===== src/rtl/time_mode_controller.sv =====
// Purpose: button front-end for a watch/stopwatch; stopwatch run/clear FSM, field pointer, edit commands with auto-repeat.
// Latency: every output is registered; a button edge sampled on one rising edge is visible for the following cycle.
// Backpressure: none; commands are single-cycle pulses and the consumer must accept them when issued.
module time_mode_controller #(
    parameter int CLK_HZ    = 100_000_000,
    parameter int HOLD_MS   = 500,
    parameter int REPEAT_MS = 100
) (
    input  logic       clk,
    input  logic       reset,
    input  logic       i_up,
    input  logic       i_down,
    input  logic       i_left,
    input  logic       i_right,
    input  logic       i_watch_select,
    input  logic       i_edit,
    output logic       o_run_stop,
    output logic       o_clear,
    output logic [1:0] o_edit_msec,
    output logic [1:0] o_edit_sec,
    output logic [1:0] o_edit_min,
    output logic [1:0] o_edit_hour,
    output logic [3:0] o_led
);

    localparam int HOLD_CYC = CLK_HZ / 1000 * HOLD_MS;
    localparam int REP_CYC  = CLK_HZ / 1000 * REPEAT_MS;
    localparam int MAX_CYC  = (HOLD_CYC > REP_CYC) ? HOLD_CYC : REP_CYC;
    localparam int CW       = (MAX_CYC > 0) ? $clog2(MAX_CYC + 1) : 1;
    localparam logic [CW-1:0] HOLD_T = CW'(HOLD_CYC);
    localparam logic [CW-1:0] REP_T  = CW'(REP_CYC);

    typedef enum logic [1:0] {SW_STOP, SW_RUN, SW_CLEAR} sw_state_t;

    sw_state_t       sw_state_q, sw_state_d;
    logic            run_q, run_d;
    logic            clr_q, clr_d;
    logic            up_prev_q, down_prev_q, left_prev_q, right_prev_q;
    logic [1:0]      ptr_q, ptr_d;
    logic [CW-1:0]   cnt_q, cnt_d;
    logic            rep_q, rep_d;
    logic [1:0]      edit_msec_q, edit_sec_q, edit_min_q, edit_hour_q;
    logic [1:0]      edit_msec_d, edit_sec_d, edit_min_d, edit_hour_d;
    logic [3:0]      led_q, led_d;

    logic            press_up, press_down, press_left, press_right;
    logic            sw_left, sw_right, ptr_inc, ptr_dec;
    logic            edit_act, single_held, start, fire;
    logic [CW-1:0]   target;
    logic [1:0]      cmd;

    // Edge detection, stopwatch next state, pointer and repeat-counter next state
    always_comb begin
        press_up    = i_up    & ~up_prev_q;
        press_down  = i_down  & ~down_prev_q;
        press_left  = i_left  & ~left_prev_q;
        press_right = i_right & ~right_prev_q;

        // Left and right rising together cancel each other everywhere
        sw_left  = i_watch_select & press_left  & ~press_right;
        sw_right = i_watch_select & press_right & ~press_left;

        sw_state_d = sw_state_q;
        case (sw_state_q)
            SW_STOP: begin
                if (sw_right)     sw_state_d = SW_RUN;
                else if (sw_left) sw_state_d = SW_CLEAR;
            end
            SW_RUN: begin
                if (sw_right)     sw_state_d = SW_STOP;
            end
            default:              sw_state_d = SW_STOP;
        endcase
        run_d = (sw_state_d == SW_RUN);
        clr_d = (sw_state_d == SW_CLEAR);

        edit_act = ~i_watch_select & i_edit;
        ptr_inc  = edit_act & press_left  & ~press_right;
        ptr_dec  = edit_act & press_right & ~press_left;
        ptr_d    = ptr_q;
        if (ptr_inc)      ptr_d = ptr_q + 2'd1;
        else if (ptr_dec) ptr_d = ptr_q - 2'd1;

        // Repeats only run from a fresh press of exactly one of up/down;
        // cnt_q == 0 means idle, so a second button joining kills the sequence.
        single_held = i_up ^ i_down;
        start  = edit_act & ((press_up & ~i_down) | (press_down & ~i_up));
        target = rep_q ? REP_T : HOLD_T;
        fire   = 1'b0;
        cnt_d  = '0;
        rep_d  = 1'b0;
        if (start) begin
            fire  = 1'b1;
            cnt_d = CW'(1);
        end else if (edit_act && single_held && (cnt_q != '0)) begin
            if (cnt_q == target) begin
                fire  = 1'b1;
                cnt_d = CW'(1);
                rep_d = 1'b1;
            end else begin
                cnt_d = cnt_q + CW'(1);
                rep_d = rep_q;
            end
        end

        // Whenever fire is set exactly one of up/down is high
        cmd         = i_up ? 2'b01 : 2'b11;
        edit_msec_d = (fire && ptr_q == 2'd0) ? cmd : 2'b00;
        edit_sec_d  = (fire && ptr_q == 2'd1) ? cmd : 2'b00;
        edit_min_d  = (fire && ptr_q == 2'd2) ? cmd : 2'b00;
        edit_hour_d = (fire && ptr_q == 2'd3) ? cmd : 2'b00;

        if (i_watch_select) led_d = {3'b100, run_d};
        else if (i_edit)    led_d = 4'b0001 << ptr_d;
        else                led_d = 4'b0000;
    end

    // Stopwatch FSM with its registered run/clear outputs
    always_ff @(posedge clk or posedge reset) begin
        if (reset) begin
            sw_state_q <= SW_STOP;
            run_q      <= 1'b0;
            clr_q      <= 1'b0;
        end else begin
            sw_state_q <= sw_state_d;
            run_q      <= run_d;
            clr_q      <= clr_d;
        end
    end

    // Button history, field pointer and auto-repeat counter
    always_ff @(posedge clk or posedge reset) begin
        if (reset) begin
            up_prev_q    <= 1'b0;
            down_prev_q  <= 1'b0;
            left_prev_q  <= 1'b0;
            right_prev_q <= 1'b0;
            ptr_q        <= 2'd1;
            cnt_q        <= '0;
            rep_q        <= 1'b0;
        end else begin
            up_prev_q    <= i_up;
            down_prev_q  <= i_down;
            left_prev_q  <= i_left;
            right_prev_q <= i_right;
            ptr_q        <= ptr_d;
            cnt_q        <= cnt_d;
            rep_q        <= rep_d;
        end
    end

    // Registered edit command pulses and LED indicator
    always_ff @(posedge clk or posedge reset) begin
        if (reset) begin
            edit_msec_q <= 2'b00;
            edit_sec_q  <= 2'b00;
            edit_min_q  <= 2'b00;
            edit_hour_q <= 2'b00;
            led_q       <= 4'b0000;
        end else begin
            edit_msec_q <= edit_msec_d;
            edit_sec_q  <= edit_sec_d;
            edit_min_q  <= edit_min_d;
            edit_hour_q <= edit_hour_d;
            led_q       <= led_d;
        end
    end

    assign o_run_stop  = run_q;
    assign o_clear     = clr_q;
    assign o_edit_msec = edit_msec_q;
    assign o_edit_sec  = edit_sec_q;
    assign o_edit_min  = edit_min_q;
    assign o_edit_hour = edit_hour_q;
    assign o_led       = led_q;

endmodule


===== config.mk =====
export PLATFORM = sky130hd
export DESIGN_NAME = time_mode_controller
export DESIGN_NICKNAME = d
export VERILOG_FILES = /design/src/rtl/time_mode_controller.sv
export SDC_FILE = /design/constraint.sdc
export NUM_CORES = 1
export LEC_CHECK = 0
export BUFFER_PORTS_ARGS = -buffer_cell sky130_fd_sc_hd__buf_2
export CAP_MARGIN = 20
export CELL_PAD_IN_SITES_DETAIL_PLACEMENT = 0
export CELL_PAD_IN_SITES_GLOBAL_PLACEMENT = 1
export CORE_MARGIN = 10
export CORE_UTILIZATION = 30
export CTS_CLUSTER_SIZE = 30
export DETAILED_ROUTE_END_ITERATION = 12
export GPL_ROUTABILITY_DRIVEN = 0
export PLACE_DENSITY_LB_ADDON = 0.1
export SLEW_MARGIN = 30
export SYNTH_ARGS = -nofsm -noshare
export SYNTH_HDL_FRONTEND = slang
export SYNTH_SLANG_ARGS = --single-unit

===== constraint.sdc =====
create_clock -name clk -period 4.6 [get_ports clk]
set_input_delay 0.69 -clock clk [delete_from_list [all_inputs] [get_ports clk]]
set_output_delay 0.69 -clock clk [all_outputs]
set_load 0.01 [all_outputs]

* Word-level counts from Yosys, hierarchy flattened
Cells that the tools add are included.
** Operators by class
- $add $sub $neg :: 3
- Equality and inequality tests :: 8
- Shift operators :: 1
- Mux-type cells :: 23
- Bitwise logic cells :: 27
- Reduce and logical (&&, ||, !) cells :: 9
** Operator list (count)
- 26-bit 2-to-1 mux :: 4
- 26-bit by 1-bit adder with 26-bit output (second input constant) :: 1
- 26-bit equality test :: 1
- 26-bit nonzero test :: 1
- 2-bit 2-to-1 mux :: 10
- 1-bit AND :: 16
- 1-bit NOT :: 9
- 4-bit 2-to-1 mux :: 2
- 2-bit by 1-bit equality test with 1-bit output (second input constant) :: 3
- 2-bit equality test (second input constant) :: 3
- 1-bit logical AND :: 6
- 1-bit 2-to-1 mux :: 6
- 2-bit logical NOT :: 2
- 2-bit case mux with 2 select lines :: 1
- 1-bit by 2-bit left shift with 4-bit output (first input constant) :: 1
- 3-bit by 2-bit inequality test with 1-bit output (second input constant) :: 1
- 2-bit by 1-bit adder with 2-bit output (second input constant) :: 1
- 2-bit by 1-bit subtractor with 2-bit output (second input constant) :: 1
- 1-bit OR :: 1
- 1-bit bitwise XOR :: 1
** Word-level totals
- Register bits after elaboration :: 49
- Input port bits :: 8
- Output and inout port bits :: 14
- Logic and storage cells :: 86

* Longest topological paths before layout
- Depth in word-level cells :: 9
- Mapped depth :: 9

* Worst setup path before layout
No wires, ideal clock.
- Kind :: register to register
- Start point :: register cnt_q[22]
- End point :: register cnt_q[13]
- Library setup time :: 0.119 ns
- Arrival :: 1.854 ns
- Data required time :: 4.481 ns
- Slack :: 2.627 ns
- Stages on the path, launching flop included :: 8
- Buffers on the path :: 2
- Period minus slack after synthesis :: 1.973 ns
- Cells stage by stage :: dfrtp_1 > or4_1 > a211o_1 > a211oi_4 > or2_1 > buf_4 > buf_6 > nor2_1
** Between the ends
- Longest elaborated chain between the ends :: 4
- Elaborated cells on any way between the ends :: 6
- Classes of those cells :: eq/ne (1); mux (3); reduce/logical (2)
** RTL lines
- start: declaration :: RTL line 40 : logic [CW-1:0] cnt_q, cnt_d;
- start signal: assignment :: RTL line 147 : cnt_q <= cnt_d;
- 26-bit equality test / 26-bit nonzero test (equally long branches) :: RTL line 96, 95
- 26-bit 2-to-1 mux / 1-bit logical AND (equally long branches) :: RTL line 96, 95
- 26-bit 2-to-1 mux (*) :: RTL line 95 : end else if (edit_act && single_held && (cnt_q != '0)) begin
- 26-bit 2-to-1 mux (*) :: RTL line 92 : if (start) begin
- named net cnt_d[13] :: RTL line 40
Mark *: on every way through the listed nets, which the timed path passes. The rest lies on a longest branch.
A chain may end at the register's enable or synchronous reset.

* Worst setup path in the final report
- Start point :: register cnt_q[17]
- End point :: register cnt_q[22]
** Between the ends
- Longest elaborated chain between the ends :: 4
- Elaborated cells on any way between the ends :: 7
- Classes of those cells :: add/sub (1); eq/ne (1); mux (3); reduce/logical (2)
** RTL lines
- 26-bit by 1-bit adder with 26-bit output (tied with other cells) :: RTL line 101 : cnt_d = cnt_q + CW'(1);
- 26-bit 2-to-1 mux / 1-bit logical AND (equally long branches) :: RTL line 96, 95
- 26-bit 2-to-1 mux (*) :: RTL line 95
- 26-bit 2-to-1 mux (*) :: RTL line 92
- named net cnt_d[22] :: RTL line 40
Marked as above.

==> summary.md <==
| Metric | Value |
|---|---|
| Outcome | finished clean |
| Fmax | 416 MHz |
| CP Max Fanout | 16 |
| Post-Place Worst Slack | ~1.9 ns |
| Sw frac | 27.9% |
| CP endpoint kind | flop |
| H-tree levels | 2 |
| Worst slew margin | 49.6% |
| I/O Buffers | 21 |
| Final hold viol count | 0 |
| Maximum vdd drop | roughly 0.00017 V |
| Detailed Route WL | 5190 um |
| Metal2 WL | 2450 um |
| Combinational power share | between 10% and 20% |
| Non-Filler Instances | 353 |
| DRC viols | 0 |
| Clk_lat worst skew | 0.31 ns |
| Clk pin slew, worst setup/hold paths | 0.10 ns |
| Worst setup endpoint | cnt_q[22] |
| Placed Cells | 345 |
| Worst Tran Pin Value | ~0.75 ns |
| First-pass GRT wire length | just under 9000 um |
| Nets@finish | 264 |
| Cts bufs inserted | 5 |
| Clk pwr share | 30.7% |
| Register area | 1230 um^2 |
| Netlist cell types | 44 |
| Root Buffer | clkbuf_8 |
| Reg2Reg Launch Point | cnt_q[17] |
| Fillers | 814 |
| Remaining antenna violation count | 0 |
| Initial antenna violation count | 0 |
| Area of the multi-input gates | approximately 1100 um^2 |
| Total grt overflow | 0 |
| CP Launch Type | flop |
| Fin crit share | 52.2% |
| Ys async rst share | 100% |
| Commonest non-fill, non-tap cell in the layout | dfrtp_1 |
| Vias in the first global route | ~1700 |
| Max-cap violation count | 0 |
| Clk sinks | 49 |
| Top Metal Used | met4 |
| Lkg Pwr | 0.00111 uW |
| Synthesized cell area | roughly 2400 um^2 |
| M1 WL | 2450 um |
| Reg power frac | 53.7% |
| Layout cells sized above 1 | 15.1% |
| Met3 WL post-DR | 228 um |
| Via density | 4.68 |
| Site Rows | 32 |
| GRT Total Usage | under 10% |
| RSZ-0062 raised after global routing | no |
| Ports | 22 |
| Post-Synthesis Cells | 227 |
| CTS tree | yes |
| Minimum clock period after layout | approximately 2.4 ns |
| R2R Setup Slk | 2.20 ns |
| Reg2reg end | cnt_q[22] |
| Arr. time, crit path | 2.57 ns |
| Die Span X | 109 um |
| Syn Nets | 241 |
| Syn_area_per_cell | 10.4 um^2 |
| Via count | 1653 |
| Cts repair resizes | 0 |
| Reg2Reg Depth | 5 |
| Post-synth EDFFs | 0 |
| Placeable core area | 7690 um^2 |
| Critical path launch point | cnt_q[17] |
| Setup tns final | 0 ns |
| Layout Utilization | 34.5% |
| DRT iter0 DRCs | 67 |
| Register area share after synthesis | 52.2% |
| # setup viols final | 0 |
| Post-CTS Setup Inserts | 0 |
| DRT Pass-1 Iters | 4 |
| Critical path type | flop to flop |
| Commonest cells after routing, fill and taps aside | dfrtp_1, nor2_1, buf_2, xor2_1 |
| CTS Hold Buffers Added | 0 |
| Placed wire-length estimate | 3720 um |
| Largest net degree at the start of global routing | 50 |
| Die Ht | 109 um |
| Worst-case clock buffer depth | 2 |
| Slew Limit Fails | 0 |
| # diodes | 0 |
| Net Sw Power | 252 uW |
| Critical path required time | 4.77 ns |
| Synth warnings | 0 |
| Starting Density | 30.6% |
| DIE AREA | ~12000 um^2 |
| Most common flop cell mapped by yosys | dfrtp_1 |
| Internal power | roughly 650 uW |
| Yosys reg bits | 49 |
| Worst min path class | primary input to asynchronous set/reset pin |
| Clock Skew | about 0.012 ns |
| Area growth syn-to-layout | 12.9% |
| Setup ws final | roughly 2.2 ns |
| DR WL/cell | 14.7 um |
| PD cells | approximately 340 nW/um^2 |
final cells by class:
cell class                 count  share of cell area [%]
sequential                    49                    46.3
multi-input combinational    164                    39.9
clock buffer                   6                    3.11
timing repair buffer          21                    3.96
tap                          102                    4.81
inverter                       9                    1.37
clock inverter                 2                   0.613
flip-flops by register name, summed over array words and instances, names as in the netlist:
| signal | cells |
|---|---|
| cnt_q | 26 |
| o_led | 4 |
| o_edit_hour | 2 |
| o_edit_min | 2 |
| o_edit_msec | 2 |
| o_edit_sec | 2 |
| ptr_q | 2 |
| sw_state_q | 2 |
| down_prev_q | 1 |
| left_prev_q | 1 |
| o_clear | 1 |
| o_run_stop | 1 |
| rep_q | 1 |
| right_prev_q | 1 |
| up_prev_q | 1 |
power groups by stage:
stage / Sequential [uW] / Clock [uW] / Combinational, uW
4_1_cts: 484 / 294 / 146
3_3_place_gp: 494 / 0 / 146
6_report: 483 / 277 / 141
2_1_floorplan: 497 / 0 / 89.6
3_5_place_dp: 492 / 0 / 146
5_1_grt: 490 / 309 / 159
cell families (layout without fill, tap and decap cells):
logic type	after synthesis	after routing	synth area share (%)
AO/OA/AOI/OAI	18	18	6.12
adder cells (fa/ha/maj)	6	6	3.19
AND/OR/NAND/NOR	112	112	25.2
XOR/XNOR	27	27	10.1
flip-flops	49	49	52.2
multiplexers	1	1	0.426
buffers and inverters	14	38	2.77
synth_stat cells (2+ instances only):
library cell	n	area share, %
nor3b_1	5	1.6
xor2_1	15	5.6
a21oi_1	4	0.85
inv_1	9	1.4
clkbuf_1	2	0.32
nor2_1	37	5.9
nor4_1	4	1.1
or3_1	2	0.53
nand2_1	12	1.9
and3_1	2	0.53
xnor2_1	12	4.5
nand2b_1	4	1.1
nor3_1	7	1.5
or2_1	2	0.53
nand3_1	9	1.9
nor2b_1	6	1.6
dfrtp_1	48	51
nor4b_1	3	1.1
nand4_1	11	2.9
ha_1	6	3.2
and3b_1	2	0.75
o21ai_0	3	0.64
worst min-delay path by stage:
stage	start	end	slack (ns)	cells past startpoint
floorplan	sw_state_q[1]	o_run_stop	0.45	1
global placement	sw_state_q[1]	o_run_stop	0.47	1
detailed placement	sw_state_q[0]	sw_state_q[1]	0.48	1
CTS	reset	o_edit_min[0]	0.48	2
global route	i_left	left_prev_q	0.48	1
finish	reset	o_edit_min[0]	0.46	2
through the flow:
| step | power [uW] | instance area, um^2 | hold WS (ns) |
|---|---|---|---|
| finish | 901 | 2650 | 0.464 |
| global route | 958 | 2650 | 0.483 |
| CTS | 924 | 2650 | 0.480 |
| detailed placement | 638 | 2550 | 0.478 |
| global placement | 640 | 2550 | 0.475 |
| floorplan | 587 | 2350 | 0.447 |
worst max-delay path: stages (launching register included):
cell and delay, ns:
dfrtp_1 0.45, or4_1 0.54, a211o_1 0.35, a211oi_4 0.25
or2_1 0.55, nor2_1 0.11
per-layer routing:
layer / global-route usage [%] / vias up
li1: - / 824
met1: 12.2 / 802
met2: 14.7 / 22
met3: 2.86 / 5
met4: 2.82 / 0
met5: 0 / -
(Power assumes the default switching activity.)
